<file path="config.mk">
export PLATFORM = sky130hd
export DESIGN_NAME = uart_rx_ctrl
export DESIGN_NICKNAME = d
export VERILOG_FILES = /design/src/rtl/uart_rx_ctrl.sv
export SDC_FILE = /design/constraint.sdc
export NUM_CORES = 1
export LEC_CHECK = 0
export BUFFER_PORTS_ARGS = -buffer_cell sky130_fd_sc_hd__buf_2
export CAP_MARGIN = 25
export CORE_ASPECT_RATIO = 0.75
export CORE_UTILIZATION = 45
export CTS_CLUSTER_DIAMETER = 150
export DETAILED_ROUTE_END_ITERATION = 6
export SETUP_SLACK_MARGIN = 0.05
export SLEW_MARGIN = 20
export SYNTH_ARGS = -nofsm -noshare
export SYNTH_HDL_FRONTEND = slang
export SYNTH_SLANG_ARGS = --single-unit
</file>
<file path="constraint.sdc">
create_clock -name clk -period 2.88 [get_ports clk]
set_input_delay 0.288 -clock clk [delete_from_list [all_inputs] [get_ports clk]]
set_output_delay 0.288 -clock clk [all_outputs]
set_load 0.02 [all_outputs]
</file>
<file path="src/rtl/uart_rx_ctrl.sv">
// UART receive sequencer: start detection, oversampling edge/bit counting and checker strobes.
// Optional UART_RX_ERR_FLAGS_EN adds par_err_flag / stp_err_flag rejection pulses.
module uart_rx_ctrl #(
    parameter int PRESCALE_W = 6,
    parameter int DATA_W     = 8
) (
    input  logic                  clk,
    input  logic                  rst_n,
    input  logic                  RX_IN,
    input  logic                  PAR_EN,
    input  logic [PRESCALE_W-1:0] Prescale,
    input  logic                  par_err,
    input  logic                  strt_glitch,
    input  logic                  stp_err,
    output logic                  dat_samp_en,
    output logic [PRESCALE_W-1:0] edge_cnt,
    output logic                  deser_en,
    output logic                  strt_chk_en,
    output logic                  par_chk_en,
    output logic                  stp_chk_en,
`ifdef UART_RX_ERR_FLAGS_EN
    output logic                  par_err_flag,
    output logic                  stp_err_flag,
`endif
    output logic                  data_valid
);

    localparam int BIT_W = $clog2(DATA_W + 1);
    localparam logic [PRESCALE_W-1:0] ONE = PRESCALE_W'(1);
    localparam logic [PRESCALE_W-1:0] TWO = PRESCALE_W'(2);
    localparam logic [BIT_W-1:0] LAST_BIT = BIT_W'(DATA_W - 1);

    typedef enum logic [2:0] {IDLE, START, DATA, PARITY, STOP} state_t;

    state_t                  state, state_nxt;
    logic [PRESCALE_W-1:0]   prescale_q;
    logic [PRESCALE_W-1:0]   edge_q;
    logic [BIT_W-1:0]        bit_cnt;
    logic                    par_en_q;
    logic                    err_flag;
    logic                    frame_start;
    logic                    last_edge;
    logic                    chk_edge;
    logic                    vld_nxt;
    logic                    vld_p1;

    // Checkers see a majority vote around edge H, so the result is ready at H+2.
    assign last_edge = (edge_q == prescale_q - ONE);
    assign chk_edge  = (edge_q == (prescale_q >> 1) + TWO);

    always_comb begin
        state_nxt   = state;
        frame_start = 1'b0;
        vld_nxt     = 1'b0;
        strt_chk_en = 1'b0;
        deser_en    = 1'b0;
        par_chk_en  = 1'b0;
        stp_chk_en  = 1'b0;
        case (state)
            IDLE: begin
                if (!RX_IN) begin
                    state_nxt   = START;
                    frame_start = 1'b1;
                end
            end
            START: begin
                strt_chk_en = chk_edge;
                if (last_edge) state_nxt = strt_glitch ? IDLE : DATA;
            end
            DATA: begin
                deser_en = chk_edge;
                if (last_edge && bit_cnt == LAST_BIT) state_nxt = par_en_q ? PARITY : STOP;
            end
            PARITY: begin
                par_chk_en = chk_edge;
                if (last_edge) state_nxt = STOP;
            end
            STOP: begin
                stp_chk_en = chk_edge;
                if (last_edge) begin
                    vld_nxt = !stp_err && !err_flag;
                    if (!RX_IN) begin
                        state_nxt   = START;
                        frame_start = 1'b1;
                    end else begin
                        state_nxt = IDLE;
                    end
                end
            end
            default: state_nxt = IDLE;
        endcase
    end

    always_ff @(posedge clk or negedge rst_n) begin
        if (!rst_n) begin
            state      <= IDLE;
            prescale_q <= '0;
            par_en_q   <= 1'b0;
            edge_q     <= '0;
            bit_cnt    <= '0;
            err_flag   <= 1'b0;
            vld_p1     <= 1'b0;
        end else begin
            state  <= state_nxt;
            vld_p1 <= vld_nxt;
            if (frame_start) begin
                // Frame configuration is frozen here; later input changes are ignored.
                prescale_q <= Prescale;
                par_en_q   <= PAR_EN;
                edge_q     <= '0;
                bit_cnt    <= '0;
                err_flag   <= 1'b0;
            end else if (state != IDLE) begin
                edge_q <= last_edge ? '0 : edge_q + ONE;
                if (state == DATA && last_edge) bit_cnt <= bit_cnt + BIT_W'(1);
                if (state == PARITY && last_edge) err_flag <= par_err;
            end
        end
    end

`ifdef UART_RX_ERR_FLAGS_EN
    logic par_flag_p1, stp_flag_p1;

    always_ff @(posedge clk or negedge rst_n) begin
        if (!rst_n) begin
            par_flag_p1 <= 1'b0;
            stp_flag_p1 <= 1'b0;
        end else begin
            par_flag_p1 <= (state == STOP) && last_edge && err_flag;
            stp_flag_p1 <= (state == STOP) && last_edge && stp_err;
        end
    end

    assign par_err_flag = par_flag_p1;
    assign stp_err_flag = stp_flag_p1;
`endif

    assign dat_samp_en = (state != IDLE);
    assign edge_cnt    = edge_q;
    assign data_valid  = vld_p1;

endmodule

</file>
==> results of run 1 <==
## power groups by stage
stage / logic (mW) / registers, mW / clock network (mW)
2_1_floorplan: 0.000593 / 0.315 / 0
3_3_place_gp: 0.0175 / 0.315 / 0
3_5_place_dp: 0.0181 / 0.315 / 0
4_1_cts: 0.0192 / 0.309 / 0.309
5_1_grt: 0.0209 / 0.309 / 0.323
6_report: 0.0185 / 0.309 / 0.305
## critical path, stage by stage (launching register included)
cell,delay (ns)
dfrtp_2,0.48
inv_1,0.15
ha_1,0.26
xor2_1,0.15
nor4_1,0.29
o21ai_1,0.24
nor4b_1,0.27
buf_2,0.21
## timing repair
action / CTS / global route
gates resized for setup: 0 / 3
hold buffers: 1 / 0
endpoints found under the hold margin: 13 / 0
setup endpoints to repair: 0 / 1
## metrics by stage
stage	setup WS (ns)	total power, mW
after floorplan	0.383	0.315
after global placement	0.513	0.332
after detailed placement	0.443	0.333
after CTS	0.128	0.637
after global routing	0.130	0.652
final	0.289	0.632
## sequential cells by signal (all words and copies together) (netlist names)
signal      count
bit_cnt         4
data_valid      1
edge_cnt        6
err_flag        1
par_en_q        1
prescale_q      6
state           3
## layout by cell type (no fill, tap or decap), types with 2 or more instances in the layout
cell type  count
a21oi_1        3
a31o_2         2
a31oi_1        7
and3_1         2
buf_2         24
buf_4          5
clkbuf_8       3
dfrtp_1       20
dfrtp_2        2
ha_1           6
inv_1          4
mux2i_1        2
nand2_1       28
nand2b_1       3
nand3_1       20
nand3b_1       8
nor2_1        12
nor3_1         8
nor4_1         2
o211ai_1       9
o21ai_0        7
o21ai_1        2
o22ai_1        2
o41ai_1        2
or2_2          2
or3_1          2
or3_4          2
or4_1          7
xnor2_1        8
xor2_1         6
## final cells by class
cell class / instances / area, um2
multi-input combinational: 173 / 1130
sequential: 22 / 553
clock inverter: 1 / 30.0
clock buffer: 3 / 41.3
fill: 369 / 1750
tap: 52 / 65.1
timing repair buffer: 30 / 168
inverter: 4 / 15.0
## final timing paths
| check | end | depth (start not counted) |
|---|---|---|
| max in group asynchronous | prescale_q[3]$_DFFE_PN0P_ | 2 |
| worst min-delay path | data_valid$_DFF_PN0_ | 2 |
| min in group asynchronous | edge_cnt[4]$_DFFE_PN0P_ | 2 |
| worst min register to register | data_valid$_DFF_PN0_ | 1 |
| worst max register to register | state[0]$_DFFE_PN0P_ | 5 |
| worst max-delay path | strt_chk_en | 7 |
## layer usage
metal  wire length, um  vias up  share of wire  track usage
met4                67        0          0.014       0.0635
li1                  -      833              -            -
met2              2080       57           0.44        0.355
met3               243        7          0.052       0.0467
met5                 0        -              0            0
met1              2300      811           0.49        0.343
## kinds of logic (layout without fill, tap and decap cells)
| kind of cell | after synthesis | count (layout) | synth area share |
|---|---|---|---|
| AND/OR/NAND/NOR | 108 | 108 | 0.335 |
| AO/OA/AOI/OAI | 42 | 42 | 0.164 |
| buffers and inverters | 26 | 38 | 0.0672 |
| flip-flops | 22 | 22 | 0.305 |
| XOR/XNOR | 14 | 14 | 0.0679 |
| adder cells (fa/ha/maj) | 6 | 6 | 0.0416 |
| multiplexers | 3 | 3 | 0.0194 |
==> impl_metrics.yaml, run 1 <==
status:
  outcome: "finished clean"
floorplanning:
  initial_utilization: 0.481
  pin_count: 25
  core.rowCount: 19
  die_area_um2: 4280
  die_height_um: 56.9
  design.core.area_um2: 3760
  die_w_um: 75.2
placed_design:
  gp_routability_congestion: 0.844
  place.detailed.hpwl_mm: 3.21
  post_place_cells: 280
  buffer_ports.inserted: 24
  dpl-instance-area_um2: 1920
finish:
  final_layout_size_suffix_gt1_frac: 0.206
  utilization_of_the_core_after_routing: 0.534
  synthToLayoutAreaGrowth_pct: 11.1
  nets: 253
  antenna_cells: 0
  final_area_um2: 2010
  finalNonFillerCells: 285
drt:
  ant_nets: 0
  drtPass1Iterations: 5
  wl_per_cell_um: 16.4
  detail_route.wirelength_mm: 4.69
  num_vias: 1708
  via_per_inst: 5.99
  drt_first_iter_violations: 121
  drt_drc_violations_left: 0
yosys:
  synth_enable_flop_cells: 0
  async_reset_ff_frac: 1.00
  dominantRegCellSynth: "dfrtp_1"
  synth.ff_latch_count: 22
  most_used_standard_cell_by_instance_count_after_synthesis: "nand2_1"
  postSynthAreaPerCell_um2: 8.18
  yosys_warnings: 0
  synth.largest_area_cell: "dfrtp_1"
  ys_seq_area_frac: 0.305
  syn-num-nets: 240
  synth_top_area_frac: 0.305
  syn-cell-area_um2: 1810
  synth.distinct_cells: 51
  synthCells: 221
  synthTopCellsByArea: "dfrtp_1, nand2_1, nand3_1, ha_1, xnor2_1"
  synth_top_cells_by_count: "nand2_1, dfrtp_1, nand3_1, clkbuf_1, nor2_1"
global_routing:
  grt_antenna_before_repair: 0
  grt_pass1_wl_mm: 7.67
  grt_overflow_total: 0
  grt_start_max_net_pins: 25
  first_global_vias: 1576
  grt_util_all_layers: 0.236
setup_path:
  cp.required_ns: 2.59
  critical_path_class: "register to primary output"
  r2r_start: "prescale_q[0]$_DFFE_PN0P_"
  regToRegSetupSlack_ns: 0.48
  cp_max_fo: 8
  cp-startpoint: "prescale_q[3]$_DFFE_PN0P_"
  start_kind: "register"
  setup.worst_path.end_class: "primary output"
  worst-endpoint-arrival_ns: 2.30
clock_tree:
  cts-root-to-sink-buffers: 2
  clock_net_sink_count: 22
  post_cts_buffers: 0
  clock_tree.htree_level_count: 1
  cts_buffers: 3
  tritoncts: "yes"
  worst_setup_hold_path_clk_slew_ns: 0.09
  clock_tree.root_cell: "clkbuf_8"
  clkLatencyLatePin_ns: 0.27
run:
  cap_viol_max_count: 0
timing:
  layout_worst_path_cycle_share: 0.900
  tns_ns: 0
  timing.slew.headroom: 0.634
  final_period_minus_worst_setup_slack_ns: 2.59
  rsz0062_at_grt: "false"
  hold_viol_final: 0
  fmax_achieved_ghz: 0.386
  tightestPinTransition_ns: 0.548
  timing.hold.ws_ns: 0.154
  finalSetupViolations: 0
  timing.final.max_slew_violations: 0
  finalClockSkew_ns: 0.00655
min_path:
  worstHoldStart: "stp_err"
  holdCritPathClass: "input pin to register"
power:
  static_power_due_to_leakage_nw: 0.825
  p_int_mw: 0.502
  irDropWorstVdd_uv: 252
  power_frac_clock: 0.483
  swShare: 0.206
  power.net_switching_mw: 0.130
  power_density_over_the_cells_nw_per_um2: 315
  p_comb_frac: 0.029
  share_seq_of_total_power: 0.488
Note: power is estimated with default switching activity, not from simulation.
==> run 2: changes to the inputs <==
--- a/config.mk
+++ b/config.mk
@@ -5,12 +5,15 @@
 export SDC_FILE = /design/constraint.sdc
 export NUM_CORES = 1
 export LEC_CHECK = 0
+export ABC_AREA = 1
 export BUFFER_PORTS_ARGS = -buffer_cell sky130_fd_sc_hd__buf_2
 export CAP_MARGIN = 25
 export CORE_ASPECT_RATIO = 0.75
 export CORE_UTILIZATION = 45
 export CTS_CLUSTER_DIAMETER = 150
+export CTS_CLUSTER_SIZE = 10
 export DETAILED_ROUTE_END_ITERATION = 6
+export PLACE_DENSITY = 0.66
 export SETUP_SLACK_MARGIN = 0.05
 export SLEW_MARGIN = 20
 export SYNTH_ARGS = -nofsm -noshare
==> impl_metrics.yaml, run 2 <==
clock_tree:
  clock_net_sink_count: 22
  cts_buffers: 3
  worst_setup_hold_path_clk_slew_ns: 0.09
  postCtsHoldBufs: 0
  tritoncts: "yes"
  cts-root-to-sink-buffers: 2
  clkLatencyLatePin_ns: 0.27
  cts_resized: 0
  clock_tree.root_cell: "clkbuf_8"
  post_cts_buffers: 0
  clock_tree.htree_level_count: 1
global_routing:
  grt_start_max_net_pins: 23
  first_global_vias: 1232
  grt_pass1_wl_mm: 5.66
  grt_overflow_total: 0
  grt_antenna_before_repair: 0
  grt_util_all_layers: 0.217
floorplanning:
  die_height_um: 51.6
  pin_count: 25
  die_area_um2: 3510
  design.core.area_um2: 3020
  core.rowCount: 17
  initial_utilization: 0.488
  die_w_um: 68.1
drt:
  drt_drc_violations_left: 0
  num_vias: 1366
  drtPass1Iterations: 4
  via_per_inst: 5.14
  detail_route.wirelength_mm: 3.36
  ant_nets: 0
  drt_first_iter_violations: 106
  wl_per_cell_um: 12.6
timing:
  tns_ns: 0
  timing.slew.headroom: 0.573
  fmax_achieved_ghz: 0.443
  timing.hold.ws_ns: -0.0238
  finalClockSkew_ns: 0.00730
  finalSetupViolations: 0
  final_period_minus_worst_setup_slack_ns: 2.26
  rsz0062_at_grt: "false"
  hold_viol_final: 22
  timing.final.max_slew_violations: 0
  tightestPinTransition_ns: 0.637
  layout_worst_path_cycle_share: 0.783
setup_path:
  critical_path.endpoint: "strt_chk_en"
  reg2reg_depth: 12
  regToRegSetupSlack_ns: 0.78
  r2r_start: "prescale_q[0]$_DFFE_PN0P_"
  critical_path_class: "register to primary output"
  cp.required_ns: 2.59
  worst-endpoint-arrival_ns: 1.97
  cp_max_fo: 7
  cp-startpoint: "prescale_q[2]$_DFFE_PN0P_"
  start_kind: "register"
  r2r_end: "bit_cnt[1]$_DFFE_PN0P_"
  setup.worst_path.end_class: "primary output"
status:
  outcome: "finished, violations left"
  failed_checks: "hold timing"
yosys:
  synthCells: 202
  dominantRegCellSynth: "dfrtp_1"
  yosys_warnings: 0
  synth.largest_area_cell: "dfrtp_1"
  synth.ff_latch_count: 22
  synth.distinct_cells: 23
  synth_enable_flop_cells: 0
  synth_top_area_frac: 0.373
  async_reset_ff_frac: 1.00
  syn-cell-area_um2: 1480
  ys_seq_area_frac: 0.373
  synthTopCellsByArea: "dfrtp_1, nand2_1, nand3_1, xor2_1, inv_1"
  syn-num-nets: 221
  most_used_standard_cell_by_instance_count_after_synthesis: "nand2_1"
  synth_top_cells_by_count: "nand2_1, nand3_1, inv_1, dfrtp_1, nor2_1"
  postSynthAreaPerCell_um2: 7.30
finish:
  filler_cell_count: 298
  final_area_um2: 1700
  finalNonFillerCells: 266
  synthToLayoutAreaGrowth_pct: 15.1
  nets: 248
  leading_cell_type_in_the_layout_fill_and_taps_excluded: "nand2_1"
  antenna_cells: 0
  final_cell_mix: "nand2_1, nand3_1, inv_1, buf_2, dfrtp_1"
  multiInputGateArea_um2: 818
  final_layout_size_suffix_gt1_frac: 0.149
  seq_area_um2: 551
placed_design:
  dpl-instance-area_um2: 1630
  place.detailed.hpwl_mm: 2.58
  buffer_ports.inserted: 24
  gp_routability_congestion: 0.904
  post_place_cells: 262
power:
  irDropWorstVdd_uv: 538
  static_power_due_to_leakage_nw: 0.941
  power_density_over_the_cells_nw_per_um2: 1010
min_path:
  holdCritPathClass: "input pin to async pin"
run:
  cap_viol_max_count: 0
run 2: cell types whose count changed after synthesis, moves of 8 or more:
cell	change
nand2_1	+36
inv_1	+20
clkbuf_1	-17
nand3b_1	-8
o211ai_1	-8
run 2: cells by family (layout without fill, tap and decap cells):
| logic type | count (synthesis) | after routing | synth area share |
|---|---|---|---|
| DFF | 22 | 22 | 0.373 |
| and+or+nand+nor | 122 | 122 | 0.370 |
| buffers and inverters | 26 | 52 | 0.0721 |
| xor gates and xnor gates | 15 | 15 | 0.0891 |
| AOI/OAI and AO/OA | 11 | 11 | 0.0450 |
| adders and majority gates | 6 | 6 | 0.0509 |
run 2: stage by stage:
stage | hold WS, ns | util | setup slack [ns] | power, mW
2_1_floorplan | -0.00759 | - | 1.02 | 1.20
3_3_place_gp | 0.294 | 0.539 | 0.750 | 1.40
3_5_place_dp | 0.291 | 0.539 | 0.785 | 1.41
4_1_cts | 0.00126 | 0.562 | 0.654 | 1.70
5_1_grt | 0.0162 | 0.562 | 0.475 | 1.88
6_report | -0.0238 | 0.562 | 0.624 | 1.71
run 2: worst max-delay path, cell delays in order (launching register included):
cell and delay [ns]:
dfrtp_1 0.46, inv_1 0.13, ha_1 0.32, xor2_1 0.14
a21oi_1 0.14, nand4_1 0.19, nor2_1 0.14, buf_2 0.17
run 2: per-layer routing:
metal / vias up / routed length [um] / global-route usage
met1: 606 / 1800 / 0.337
li1: 703 / - / -
met5: - / 0 / 0
met2: 55 / 1290 / 0.310
met4: 0 / 10 / 0.0243
met3: 2 / 264 / 0.0504
run 2: cell type report:
cell class,instances,area share
flip-flops and latches,22,0.324
clock buffers,3,0.0243
multi-input cells,154,0.482
repair buffers,24,0.0707
clock inverters,1,0.0177
inverters,24,0.0531
well taps,38,0.0280
run 2: worst min path at each step:
stage	from	end	slack, ns	cells past startpoint
CTS	rst_n	edge_cnt[3]$_DFFE_PN0P_	0.001	1
detailed placement	rst_n	edge_cnt[3]$_DFFE_PN0P_	0.29	1
global placement	rst_n	edge_cnt[4]$_DFFE_PN0P_	0.29	1
finish	rst_n	edge_cnt[3]$_DFFE_PN0P_	-0.02	1
global route	rst_n	edge_cnt[1]$_DFFE_PN0P_	0.02	1
floorplan	rst_n	bit_cnt[0]$_DFFE_PN0P_	-0.008	0
run 2: where the power goes:
group	total (mW)	switching, mW	leakage (nW)	internal (mW)
logic	0.871	0.560	0.616	0.311
clock network	0.295	0.109	0.0357	0.186
registers	0.543	0.144	0.290	0.398
==> run 3: changes to the inputs <==
--- a/config.mk
+++ b/config.mk
@@ -13,7 +13,7 @@
 export CTS_CLUSTER_DIAMETER = 150
 export CTS_CLUSTER_SIZE = 10
 export DETAILED_ROUTE_END_ITERATION = 6
-export PLACE_DENSITY = 0.66
+export PLACE_DENSITY = 0.69
 export SETUP_SLACK_MARGIN = 0.05
 export SLEW_MARGIN = 20
 export SYNTH_ARGS = -nofsm -noshare
==> constraint.sdc (replaced) <==
create_clock -name clk -period 2 [get_ports clk]
set_input_delay 0.2 -clock clk [delete_from_list [all_inputs] [get_ports clk]]
set_output_delay 0.2 -clock clk [all_outputs]
set_load 0.02 [all_outputs]
==> impl_metrics.yaml, run 3 (synthesis results as in run 2) <==
status:
  outcome: "finished, violations left"
  failed_checks: "setup timing"
power:
  irDropWorstVdd_uv: 699
  static_power_due_to_leakage_nw: 1.04
  power_density_over_the_cells_nw_per_um2: 1410
floorplanning:
  die_height_um: 51.6
  pin_count: 25
  die_w_um: 68.1
  die_area_um2: 3510
  core.rowCount: 17
  design.core.area_um2: 3020
  initial_utilization: 0.488
drt:
  detail_route.wirelength_mm: 3.69
  drtPass1Iterations: 4
  via_per_inst: 5.13
  ant_nets: 0
  num_vias: 1441
  drt_drc_violations_left: 0
  drt_first_iter_violations: 65
  wl_per_cell_um: 13.1
setup_path:
  setup.worst_path.end_class: "primary output"
  cp_max_fo: 5
  cp-startpoint: "prescale_q[3]$_DFFE_PN0P_"
  cp.required_ns: 1.80
  worst-endpoint-arrival_ns: 1.85
  r2r_start: "prescale_q[2]$_DFFE_PN0P_"
  critical_path_class: "register to primary output"
  start_kind: "register"
timing:
  finalSetupViolations: 4
  rsz0062_at_grt: "true"
  final_setup_slack_of_the_worst_path_ns: -0.0486
  finalClockSkew_ns: 0.00373
  fmax_achieved_ghz: 0.488
  layout_worst_path_cycle_share: 1.02
  timing.slew.headroom: 0.461
  tightestPinTransition_ns: 0.805
  timing.final.max_slew_violations: 0
  tns_ns: -0.143
  final_period_minus_worst_setup_slack_ns: 2.05
  hold_viol_final: 0
clock_tree:
  cts-root-to-sink-buffers: 2
  clkLatencyLatePin_ns: 0.26
  worst_setup_hold_path_clk_slew_ns: 0.08
  clock_net_sink_count: 22
  clock_tree.root_cell: "clkbuf_8"
  cts_buffers: 3
  tritoncts: "yes"
  clock_tree.htree_level_count: 1
placed_design:
  setup_slack_after_placement_ns: -0.00673
  place.detailed.hpwl_mm: 2.52
  buffer_ports.inserted: 24
  gp_routability_congestion: 0.896
finish:
  leading_cell_type_in_the_layout_fill_and_taps_excluded: "nand2_1"
  filler_cell_count: 250
  nets: 263
  final_layout_size_suffix_gt1_frac: 0.337
  synthToLayoutAreaGrowth_pct: 37.3
  antenna_cells: 0
  final_cell_mix: "nand2_1, dfrtp_1, inv_1, buf_2, nand3_2"
global_routing:
  grt_pass1_wl_mm: 5.69
  grt_overflow_total: 0
  grt_start_max_net_pins: 23
  grt_antenna_before_repair: 0
  first_global_vias: 1248
  grt_util_all_layers: 0.222
run:
  cap_viol_max_count: 0
min_path:
  holdCritPathClass: "input pin to register"
  worstHoldStart: "stp_err"
## run 3: cell count changes in the layout (fill, tap and decap cells not counted), sizes merged
| cell | previous run | this run |
|---|---|---|
| buf | 24 | 37 |
| clkbuf | 3 | 4 |
| bufinv | 1 | 0 |
| dlygate4sd3 | 0 | 1 |
| nand2 | 67 | 68 |
## run 3: final timing paths
kind | to | slack (ns) | depth (start not counted)
max in group asynchronous | prescale_q[5]$_DFFE_PN0P_ | 1.22 | 2
min in group asynchronous | edge_cnt[4]$_DFFE_PN0P_ | 0.43 | 2
hold / removal | data_valid$_DFF_PN0_ | 0.09 | 2
setup / recovery | stp_chk_en | -0.05 | 8
hold reg to reg | data_valid$_DFF_PN0_ | 0.46 | 1
setup reg to reg | edge_cnt[2]$_DFFE_PN0P_ | 0.14 | 12
## run 3: where the power goes
part	leakage [nW]	switching, mW	internal [mW]
logic	0.720	1.07	0.710
registers	0.290	0.191	0.574
clock network	0.0288	0.147	0.176
total	1.04	1.40	1.46
## run 3: metrics by stage
step	cell area, um2	instances	hold WS [ns]	power, mW	utilization
6_report	2030	281	0.0906	2.86	0.671
3_3_place_gp	1680	269	0.204	2.08	0.556
5_1_grt	2030	281	0.0802	3.13	0.671
3_5_place_dp	1680	269	0.205	2.09	0.556
4_1_cts	1820	279	0.0827	2.53	0.604
2_1_floorplan	1480	202	-0.0956	1.72	-
## run 3: layout make-up
class,instances,area (um2),area share
inverter,24,90.1,0.0445
sequential,22,551,0.272
tap,38,47.5,0.0235
clock buffer,4,55.1,0.0272
timing repair buffer,38,253,0.125
multi-input combinational,155,1030,0.508
## run 3: repair_timing
| action | CTS | global route |
|---|---|---|
| hold buffers | 1 | 0 |
| cloned | 0 | 1 |
| pin swaps | 7 | 22 |
| endpoints found under the hold margin | 22 | 0 |
| buffers inserted | 5 | 1 |
| setup endpoints to repair | 7 | 26 |
| resized for setup | 12 | 40 |
## run 3: layer usage
layer / track usage / vias up / wire length (um)
met2: 0.317 / 39 / 1660
met5: 0 / - / 0
met1: 0.336 / 662 / 1810
li1: - / 738 / -
met4: 0.0382 / 0 / 10
met3: 0.0548 / 2 / 206
## run 3: worst max-delay path: stages (launching register included)
cell and delay (ns):
dfrtp_1 0.41, buf_6 0.14, ha_4 0.17, xnor2_2 0.13, xor2_1 0.15, nor2_1 0.09
nand4_1 0.18, nor2_1 0.16, buf_4 0.16
